File: config.mk
export PLATFORM = sky130hd
export DESIGN_NAME = cache_controller
export DESIGN_NICKNAME = d
export VERILOG_FILES = /design/src/rtl/cache_controller.sv
export SDC_FILE = /design/constraint.sdc
export NUM_CORES = 1
export LEC_CHECK = 0
export ABC_AREA = 1
export BUFFER_PORTS_ARGS = -buffer_cell sky130_fd_sc_hd__buf_2
export CAP_MARGIN = 10
export CELL_PAD_IN_SITES_DETAIL_PLACEMENT = 0
export CELL_PAD_IN_SITES_GLOBAL_PLACEMENT = 1
export CORE_MARGIN = 1.5
export CORE_UTILIZATION = 46
export CTS_CLUSTER_DIAMETER = 120
export DETAILED_ROUTE_END_ITERATION = 10
export PLACE_DENSITY = 0.82
export SLEW_MARGIN = 20
export SYNTH_ARGS = -nofsm -noshare
export SYNTH_HDL_FRONTEND = slang
export SYNTH_SLANG_ARGS = --single-unit
File: constraint.sdc
create_clock -name clk -period 10.8 [get_ports clk]
set_clock_uncertainty 0.1 [all_clocks]
set_input_delay 2.16 -clock clk [delete_from_list [all_inputs] [get_ports clk]]
set_output_delay 2.16 -clock clk [all_outputs]
set_load 0.1 [all_outputs]
File: src/rtl/cache_controller.sv
// Direct-mapped, write-back, write-allocate data cache in front of a 128-bit-block memory.
// A miss writes back a dirty victim, then fills the line and re-runs the lookup as a hit.
module cache_controller #(
  parameter int NUM_LINES   = 4,
  parameter int MEM_LATENCY = 2
) (
  input  logic         clk,
  input  logic         reset,
  input  logic         cpu_req,
  input  logic         cpu_read_write,
  input  logic [9:0]   cpu_address,
  input  logic [31:0]  cpu_write_data,
  output logic [31:0]  cpu_read_data,
  output logic         cpu_done,
  output logic         mem_read_write,
  output logic [9:0]   mem_address,
  output logic [127:0] mem_write_data,
  input  logic [127:0] mem_read_data
);

  localparam int IW = $clog2(NUM_LINES);
  localparam int TW = 6 - IW;
  localparam int CW = $clog2(MEM_LATENCY + 1);

  typedef enum logic [1:0] {IDLE, COMPARE, WRITEBACK, ALLOCATE} state_t;

  state_t state, state_nxt;

  logic [TW-1:0]  req_tag;
  logic [IW-1:0]  req_idx;
  logic [1:0]     req_word;
  logic           req_wr;
  logic [31:0]    req_wdata;

  logic [NUM_LINES-1:0] valid, dirty;
  logic [TW-1:0]  tag_arr  [NUM_LINES];
  logic [127:0]   data_arr [NUM_LINES];
  logic [CW-1:0]  cnt;

  logic           accept, hit, victim_dirty, cnt_last;
  logic [3:0][31:0] cur_words, wr_words;
  logic           unused_addr_bits;

  logic           done_nxt, mrw_nxt;
  logic [31:0]    rdata_nxt;
  logic [9:0]     maddr_nxt;
  logic [127:0]   mwdata_nxt, line_wdata;
  logic [CW-1:0]  cnt_nxt;
  logic           line_we, tag_we, valid_set, dirty_set, dirty_clr;

  assign unused_addr_bits = ^cpu_address[1:0];
  assign accept       = (state == IDLE) && cpu_req && !cpu_done;
  assign hit          = valid[req_idx] && (tag_arr[req_idx] == req_tag);
  assign victim_dirty = valid[req_idx] && dirty[req_idx];
  assign cnt_last     = (cnt == CW'(MEM_LATENCY - 1));
  // Word 0 sits in the top 32 bits, so word k maps to packed slot 3-k (== ~k).
  assign cur_words    = data_arr[req_idx];

  always_comb begin
    wr_words = cur_words;
    wr_words[~req_word] = req_wdata;
  end

  always_ff @(posedge clk or posedge reset) begin
    if (reset) state <= IDLE;
    else       state <= state_nxt;
  end

  always_comb begin
    state_nxt = state;
    case (state)
      IDLE:      if (accept) state_nxt = COMPARE;
      COMPARE:   state_nxt = hit ? IDLE : (victim_dirty ? WRITEBACK : ALLOCATE);
      WRITEBACK: if (cnt_last) state_nxt = ALLOCATE;
      ALLOCATE:  if (cnt_last) state_nxt = COMPARE;
      default:   state_nxt = IDLE;
    endcase
  end

  always_comb begin
    done_nxt   = 1'b0;
    rdata_nxt  = cpu_read_data;
    mrw_nxt    = mem_read_write;
    maddr_nxt  = mem_address;
    mwdata_nxt = mem_write_data;
    cnt_nxt    = cnt;
    line_we    = 1'b0;
    line_wdata = cur_words;
    tag_we     = 1'b0;
    valid_set  = 1'b0;
    dirty_set  = 1'b0;
    dirty_clr  = 1'b0;
    case (state)
      COMPARE: begin
        cnt_nxt = '0;
        if (hit) begin
          done_nxt = 1'b1;
          if (req_wr) begin
            line_we    = 1'b1;
            line_wdata = wr_words;
            dirty_set  = 1'b1;
          end else begin
            rdata_nxt = cur_words[~req_word];
          end
        end else if (victim_dirty) begin
          maddr_nxt  = {tag_arr[req_idx], req_idx, 4'b0000};
          mwdata_nxt = cur_words;
          mrw_nxt    = 1'b1;
        end else begin
          maddr_nxt = {req_tag, req_idx, 4'b0000};
          mrw_nxt   = 1'b0;
        end
      end
      WRITEBACK: begin
        if (cnt_last) begin
          mrw_nxt   = 1'b0;
          maddr_nxt = {req_tag, req_idx, 4'b0000};
          dirty_clr = 1'b1;
          cnt_nxt   = '0;
        end else begin
          cnt_nxt = cnt + CW'(1);
        end
      end
      ALLOCATE: begin
        if (cnt_last) begin
          line_we    = 1'b1;
          line_wdata = mem_read_data;
          tag_we     = 1'b1;
          valid_set  = 1'b1;
          dirty_clr  = 1'b1;
        end else begin
          cnt_nxt = cnt + CW'(1);
        end
      end
      default: ;
    endcase
  end

  always_ff @(posedge clk or posedge reset) begin
    if (reset) begin
      cpu_done       <= 1'b0;
      cpu_read_data  <= '0;
      mem_read_write <= 1'b0;
      mem_address    <= '0;
      mem_write_data <= '0;
      cnt            <= '0;
      valid          <= '0;
      dirty          <= '0;
      req_tag        <= '0;
      req_idx        <= '0;
      req_word       <= '0;
      req_wr         <= 1'b0;
      req_wdata      <= '0;
    end else begin
      cpu_done       <= done_nxt;
      cpu_read_data  <= rdata_nxt;
      mem_read_write <= mrw_nxt;
      mem_address    <= maddr_nxt;
      mem_write_data <= mwdata_nxt;
      cnt            <= cnt_nxt;
      if (valid_set) valid[req_idx] <= 1'b1;
      if (dirty_set)      dirty[req_idx] <= 1'b1;
      else if (dirty_clr) dirty[req_idx] <= 1'b0;
      if (accept) begin
        req_tag   <= cpu_address[9:4+IW];
        req_idx   <= cpu_address[3+IW:4];
        req_word  <= cpu_address[3:2];
        req_wr    <= cpu_read_write;
        req_wdata <= cpu_write_data;
      end
    end
  end

  always_ff @(posedge clk) begin
    if (line_we) data_arr[req_idx] <= line_wdata;
    if (tag_we)  tag_arr[req_idx]  <= req_tag;
  end

endmodule

Yosys cells after proc, flatten, opt, wreduce, memory -nomap -nowiden
Memories as Yosys holds them, arrays and structs flattened.
Index checks and enable logic that the tools add are counted.
{"block": "classes", "n_bitwise": 7, "n_div": 0, "n_mul": 0, "addsub": 1, "magnitude_cmp": 4, "n_reduce_logical": 17, "eq_ne": 10, "n_shift": 0, "mux": 47}
{"cell": "128-bit 2-to-1 mux", "count": 3}
{"cell": "128-bit one-hot mux with 2 select lines", "count": 1}
{"cell": "128-bit bitwise mux", "count": 1}
{"cell": "32-bit binary-select mux with 2-bit select", "count": 1}
{"cell": "32-bit demux with 2-bit select", "count": 1}
{"cell": "32-bit 2-to-1 mux", "count": 2}
{"cell": "10-bit 2-to-1 mux", "count": 3}
{"cell": "10-bit one-hot mux with 2 select lines", "count": 1}
{"cell": "1-bit 2-to-1 mux", "count": 19}
{"cell": "2-bit 2-to-1 mux", "count": 6}
{"cell": "3-bit AND reduction", "count": 4}
{"cell": "2-bit != test (second input constant)", "count": 5}
{"cell": "4-bit 2-to-1 mux", "count": 2}
{"cell": "4-bit OR", "count": 2}
{"cell": "2-bit one-hot mux with 4 select lines", "count": 1}
{"cell": "1-bit logical AND", "count": 6}
{"cell": "2-bit by 3-bit < comparator with 1-bit output (second input constant)", "count": 2}
{"cell": "2-bit one-hot mux with 3 select lines", "count": 1}
{"cell": "4-bit AND", "count": 1}
{"cell": "1-bit binary-select mux with 2-bit select", "count": 2}
{"cell": "2-bit by 1-bit == test with 1-bit output (second input constant)", "count": 2}
{"cell": "2-bit == test (second input constant)", "count": 2}
{"cell": "4-bit == test", "count": 1}
{"cell": "2-bit by 1-bit >= comparator with 1-bit output (second input constant)", "count": 2}
{"cell": "other kinds (12)", "count": 15}
{"block": "word_totals", "latchBits": 0, "elab_cells": 102, "romBits": 0, "register_bits": 225, "memories": 2, "out_inout_bits": 172, "mem_bits_rw": 528}
{"memory": "data_arr", "depth": 4, "word_bits": 128, "read_ports": 1, "rd_clocked_by_memory_dff": 0, "write_ports": 1, "line_no": "37", "rtl": "logic [127:0] data_arr [NUM_LINES];"}
{"memory": "tag_arr", "depth": 4, "word_bits": 4, "read_ports": 1, "rd_clocked_by_memory_dff": 0, "write_ports": 1, "line_no": "36", "rtl": "logic [TW-1:0] tag_arr [NUM_LINES];"}

Longest topological paths before layout
{"block": "logic_depth", "ltp_word": 9, "depth_mapped": 17}

Worst setup path after synthesis
No wires, ideal clock.
{"block": "synth_path", "kind": "flip-flop to flip-flop", "startpoint": "reg req_idx[0]", "endpoint": "mem data_arr[0][0], enable pin", "t_required_ns": 10.042, "path_buffers": 2, "period_less_slack_ns": 8.432, "stages_incl_launch_ff": 12, "setup_ns": 0.658, "t_arrival_ns": 7.673, "slack_ns": 2.368, "cell_sequence": "dfrtp_1 buf_4 nor2_2 nand2_1 nand4_1 nand2_1 nor2_2 nand3_2 inv_2 buf_2 nand2_2 a21oi_1"}
{"block": "synth_between", "elab_chain_len": 7, "elab_cells_between_ends": 9, "cone_classes": "eq/ne: 1; mux: 6; reduce/logical: 1; memory: 1"}
{"element": "start, declared", "line_no": "30", "rtl": "logic [IW-1:0] req_idx;"}
{"element": "start signal, assigned", "line_no": "166", "rtl": "req_idx <= cpu_address[3+IW:4];"}
{"element": "memory read 4 x 4 bit or 1-bit binary-select mux with 2-bit select (tied branches)"}
{"element": "4-bit == test or 1-bit 2-to-1 mux (tied branches)", "line_no": "53", "rtl": "assign hit = valid[req_idx] && (tag_arr[req_idx] == req_tag);"}
{"element": "1-bit logical AND", "line_no": "53"}
{"element": "1-bit 2-to-1 mux", "line_no": "96", "rtl": "if (hit) begin"}
{"element": "1-bit one-hot mux with 2 select lines", "line_no": "93", "rtl": "case (state)"}
{"element": "1-bit 2-to-1 mux", "line_no": "175", "rtl": "if (line_we) data_arr[req_idx] <= line_wdata;"}
{"element": "1-bit 2-to-1 mux (implied by the code)", "line_no": "175"}
{"element": "end, declared", "line_no": "37"}
Parallel ways exist; a longest one is shown, timed or not. The select of a mux whose other input is x is not followed.

Worst setup path after layout
{"block": "layout_path", "startpoint": "reg req_idx[0]", "endpoint": "mem data_arr[3][90], enable pin"}
The elaborated chain is that of the path after synthesis.

==> flow_summary.yaml <==
cts:
  cts_sinks: 749
  cts-root-buf: "clkbuf_16"
  path_clk_slew_ns: 0.06
  cts_resized: 0
  cts_tree: "done"
  postCtsHoldBufs: 0
  postCtsSetupRepairBufs: 0
  clk_latency_ns: 0.63
  htree_num_levels: 3
  numCtsBuffers: 78
  cts_buffer_depth: 3
pwr:
  combPwrFrac_pct: 48.2
  ir_drop_v: 0.0002743
  p_int_mw: 6.941
  switching_power_mw: 6.697
  pwr-share-clk_pct: 19.2
  p_per_area_nw_per_um2: 367.5
  sw_frac_of_total_pct: 49.10
  leakagePower_nw: 15.47
  power.share.sequential_pct: 32.6
cells_and_area:
  multi_input_area_um2: 9787
  layout-drive-gt1-share_pct: 15.31
  fill_cells: 5999
  area_growth_pct: 14.95
  design_area_um2: 37110
  finalNonFillerCells: 4335
  regArea_um2: 21390
  num-nets-final: 3519
  layout_commonest_cell: "nand2_1"
  mostFrequentLayoutCells: "nand2_1 (1199), edfxtp_1 (528), buf_2 (339)"
synthesis:
  ys_ff_latch: 749
  syn_inst: 3077
  ys_warn_count: 0
  ys_types: 24
  seq_area_frac_synth_pct: 66.24
  avgSynthCellArea_um2: 10.49
  synth_area_um2: 32280
setup_path:
  crit_top_cell: "nand2_1"
  critPathRequiredTime_ns: 10.94
  path_cells: "nand2_1 -> inv_4 -> nand2_1 -> nand4_1 -> nand2_1 -> nor2_2 -> nand3_2 -> inv_4 -> nand2_2 -> a21oi_4 -> buf_4"
  critPathTopFamily: "buffers and inverters"
  cp_data_arrival_time_ns: 5.79
  start_kind: "register"
  cpPeakStageDelay_ns: 0.91
  endpoint_kind: "register"
  crit_fanout: 68
  cpMaxStageDelayCell: "buf_4"
  critPathBufInv: 3
  critPathKind: "reg -> reg"
flow_run:
  cap_violations: 0
min_path:
  worstHoldPathType: "reg -> reg"
drt:
  drc: 0
  via_count: 25265
  drt_pass1_iterations: 8
  via_per_inst: 5.828
  ant_nets: 0
  wirelength_um: 104000
  routedWlPerCell_um: 23.99
  dr.first_iter.drc_count: 3179
floorplanning:
  fp.dieArea_um2: 71780
  initial_core_util_pct: 46.74
  io_pins: 346
  chipWidth_um: 267.9
  core_region_area_um2: 69070
  die_y_um: 267.9
  rows: 96
grt:
  grt_pass1_wl_um: 152800
  gr-total-overflow: 0
  use_met3_pct: 5.690
  grt_max_degree: 100
  antenna_found_initial: 4
  grt_use_met2_pct: 42.44
  grt_pass1_vias: 23880
  grtUsageMet1_pct: 41.70
  grt-busiest-layer: "met2"
  track_usage_pct: 28.63
placed_design:
  gp_congestion: 0.8940
  hpwl_um: 63210
  port_buffers: 339
  place_area_um2: 34580
  dp_cells: 4187
timing:
  layout_worst_path_cycle_share_pct: 52.35
  fin_crit_ns: 5.654
  relSlewSlack_pct: 22.97
  drv_slew: 0
  fmax_ghz: 0.1769
  hold_viol: 0
  rsz0062_at_grt: "false"
  setup-violations-final: 0
  worst_pin_slew_ns: 1.155
  fin_tns_setup_ns: 0
run_status:
  outcome: "completed"
## power by group through the flow
| stage | logic, mW | registers [mW] | clock network [mW] |
|---|---|---|---|
| floorplan | 3.01 | 6.17 | 0 |
| global placement | 6.30 | 4.48 | 0 |
| detailed placement | 6.45 | 4.49 | 0 |
| CTS | 6.48 | 4.44 | 2.65 |
| global route | 7.04 | 4.49 | 2.76 |
| finish | 6.58 | 4.44 | 2.61 |
## area by class of cell
| type | instances | share of cell area [%] |
|---|---|---|
| Clock buffer | 116 | 6.001 |
| Timing Repair Buffer | 376 | 5.428 |
| Antenna cell | 2 | 0.01349 |
| Sequential cell | 749 | 57.62 |
| Multi-Input combinational cell | 2062 | 26.37 |
| Inverter | 71 | 0.7653 |
| Clock inverter | 28 | 0.6574 |
| Tap cell | 931 | 3.139 |
## worst reg2reg max path: cells and delay by family (launching register included)
family          cells  cell delay, ns
buf+inv             3            2.40
compound gates      1            0.71
simple gates        7            1.36
flops               1            0.64
## cell usage after synthesis
cell type | n | share of area, %
a21oi_1 | 32 | 0.50
a22oi_1 | 328 | 7.6
buf_1 | 10 | 0.12
buf_2 | 83 | 1.3
buf_4 | 14 | 0.33
buf_6 | 8 | 0.28
clkbuf_1 | 83 | 0.97
conb_1 | 1 | 0.012
dfrtp_1 | 221 | 17
edfxtp_1 | 528 | 49
ha_1 | 7 | 0.27
inv_1 | 64 | 0.74
inv_2 | 7 | 0.081
nand2_1 | 1201 | 14
nand2_2 | 2 | 0.039
nand3_1 | 224 | 3.5
nand3_2 | 1 | 0.031
nand3b_1 | 1 | 0.023
nand4_1 | 4 | 0.077
nor2_1 | 21 | 0.24
nor2_2 | 4 | 0.077
o21ai_0 | 219 | 3.4
o21ai_1 | 10 | 0.16
or2_2 | 4 | 0.077
## per-layer routing
layer  vias to the layer above  wire [um]
li1                      11308          -
met1                     12345      43400
met2                      1447      46100
met3                       165      10960
met4                         0       3515
met5                         -          0
## state kept, by name, summed over array words and instances, names as in the netlist, 4 cells and up, named ones only
name	count
data_arr	512
valid	4
cpu_read_data	32
mem_write_data	128
req_wdata	32
req_tag	4
tag_arr	16
mem_address	6
## cells by family (layout without fill, tap and decap cells)
family,count (synthesis),count (layout),synth area share [%]
flip-flops,749,749,66.24
buffers and inverters,269,591,3.798
AND/OR/NAND/NOR,1462,1462,18.01
other,1,6,0.01162
AO/OA/AOI/OAI,589,589,11.67
adder cells (fa/ha/maj),7,7,0.2713
## path summary, 6_finish.rpt
path,from,end,slack (ns),depth (start not counted)
worst max-delay path,req_idx[0],data_arr[3][90],5.15,11
max in group asynchronous,reset,mem_write_data[75],7.66,3
worst max register to register,req_idx[0],data_arr[3][90],5.15,11
worst min-delay path,mem_read_write,mem_read_write,0.37,2
min in group asynchronous,reset,mem_address[7],1.55,2
worst min register to register,mem_read_write,mem_read_write,0.37,2
## stage by stage
stage / setup slack, ns / utilization [%] / hold slack [ns] / power [mW]
5_1_grt: 4.927 / 53.73 / 0.3849 / 14.29
6_report: 5.146 / 53.73 / 0.3718 / 13.64
4_1_cts: 4.862 / 53.65 / 0.3756 / 13.57
3_3_place_gp: 4.969 / 50.07 / 0.3547 / 10.78
3_5_place_dp: 4.894 / 50.07 / 0.3553 / 10.95
2_1_floorplan: 2.368 / - / 0.3400 / 9.176
Note: power is estimated with default switching activity, not from simulation.
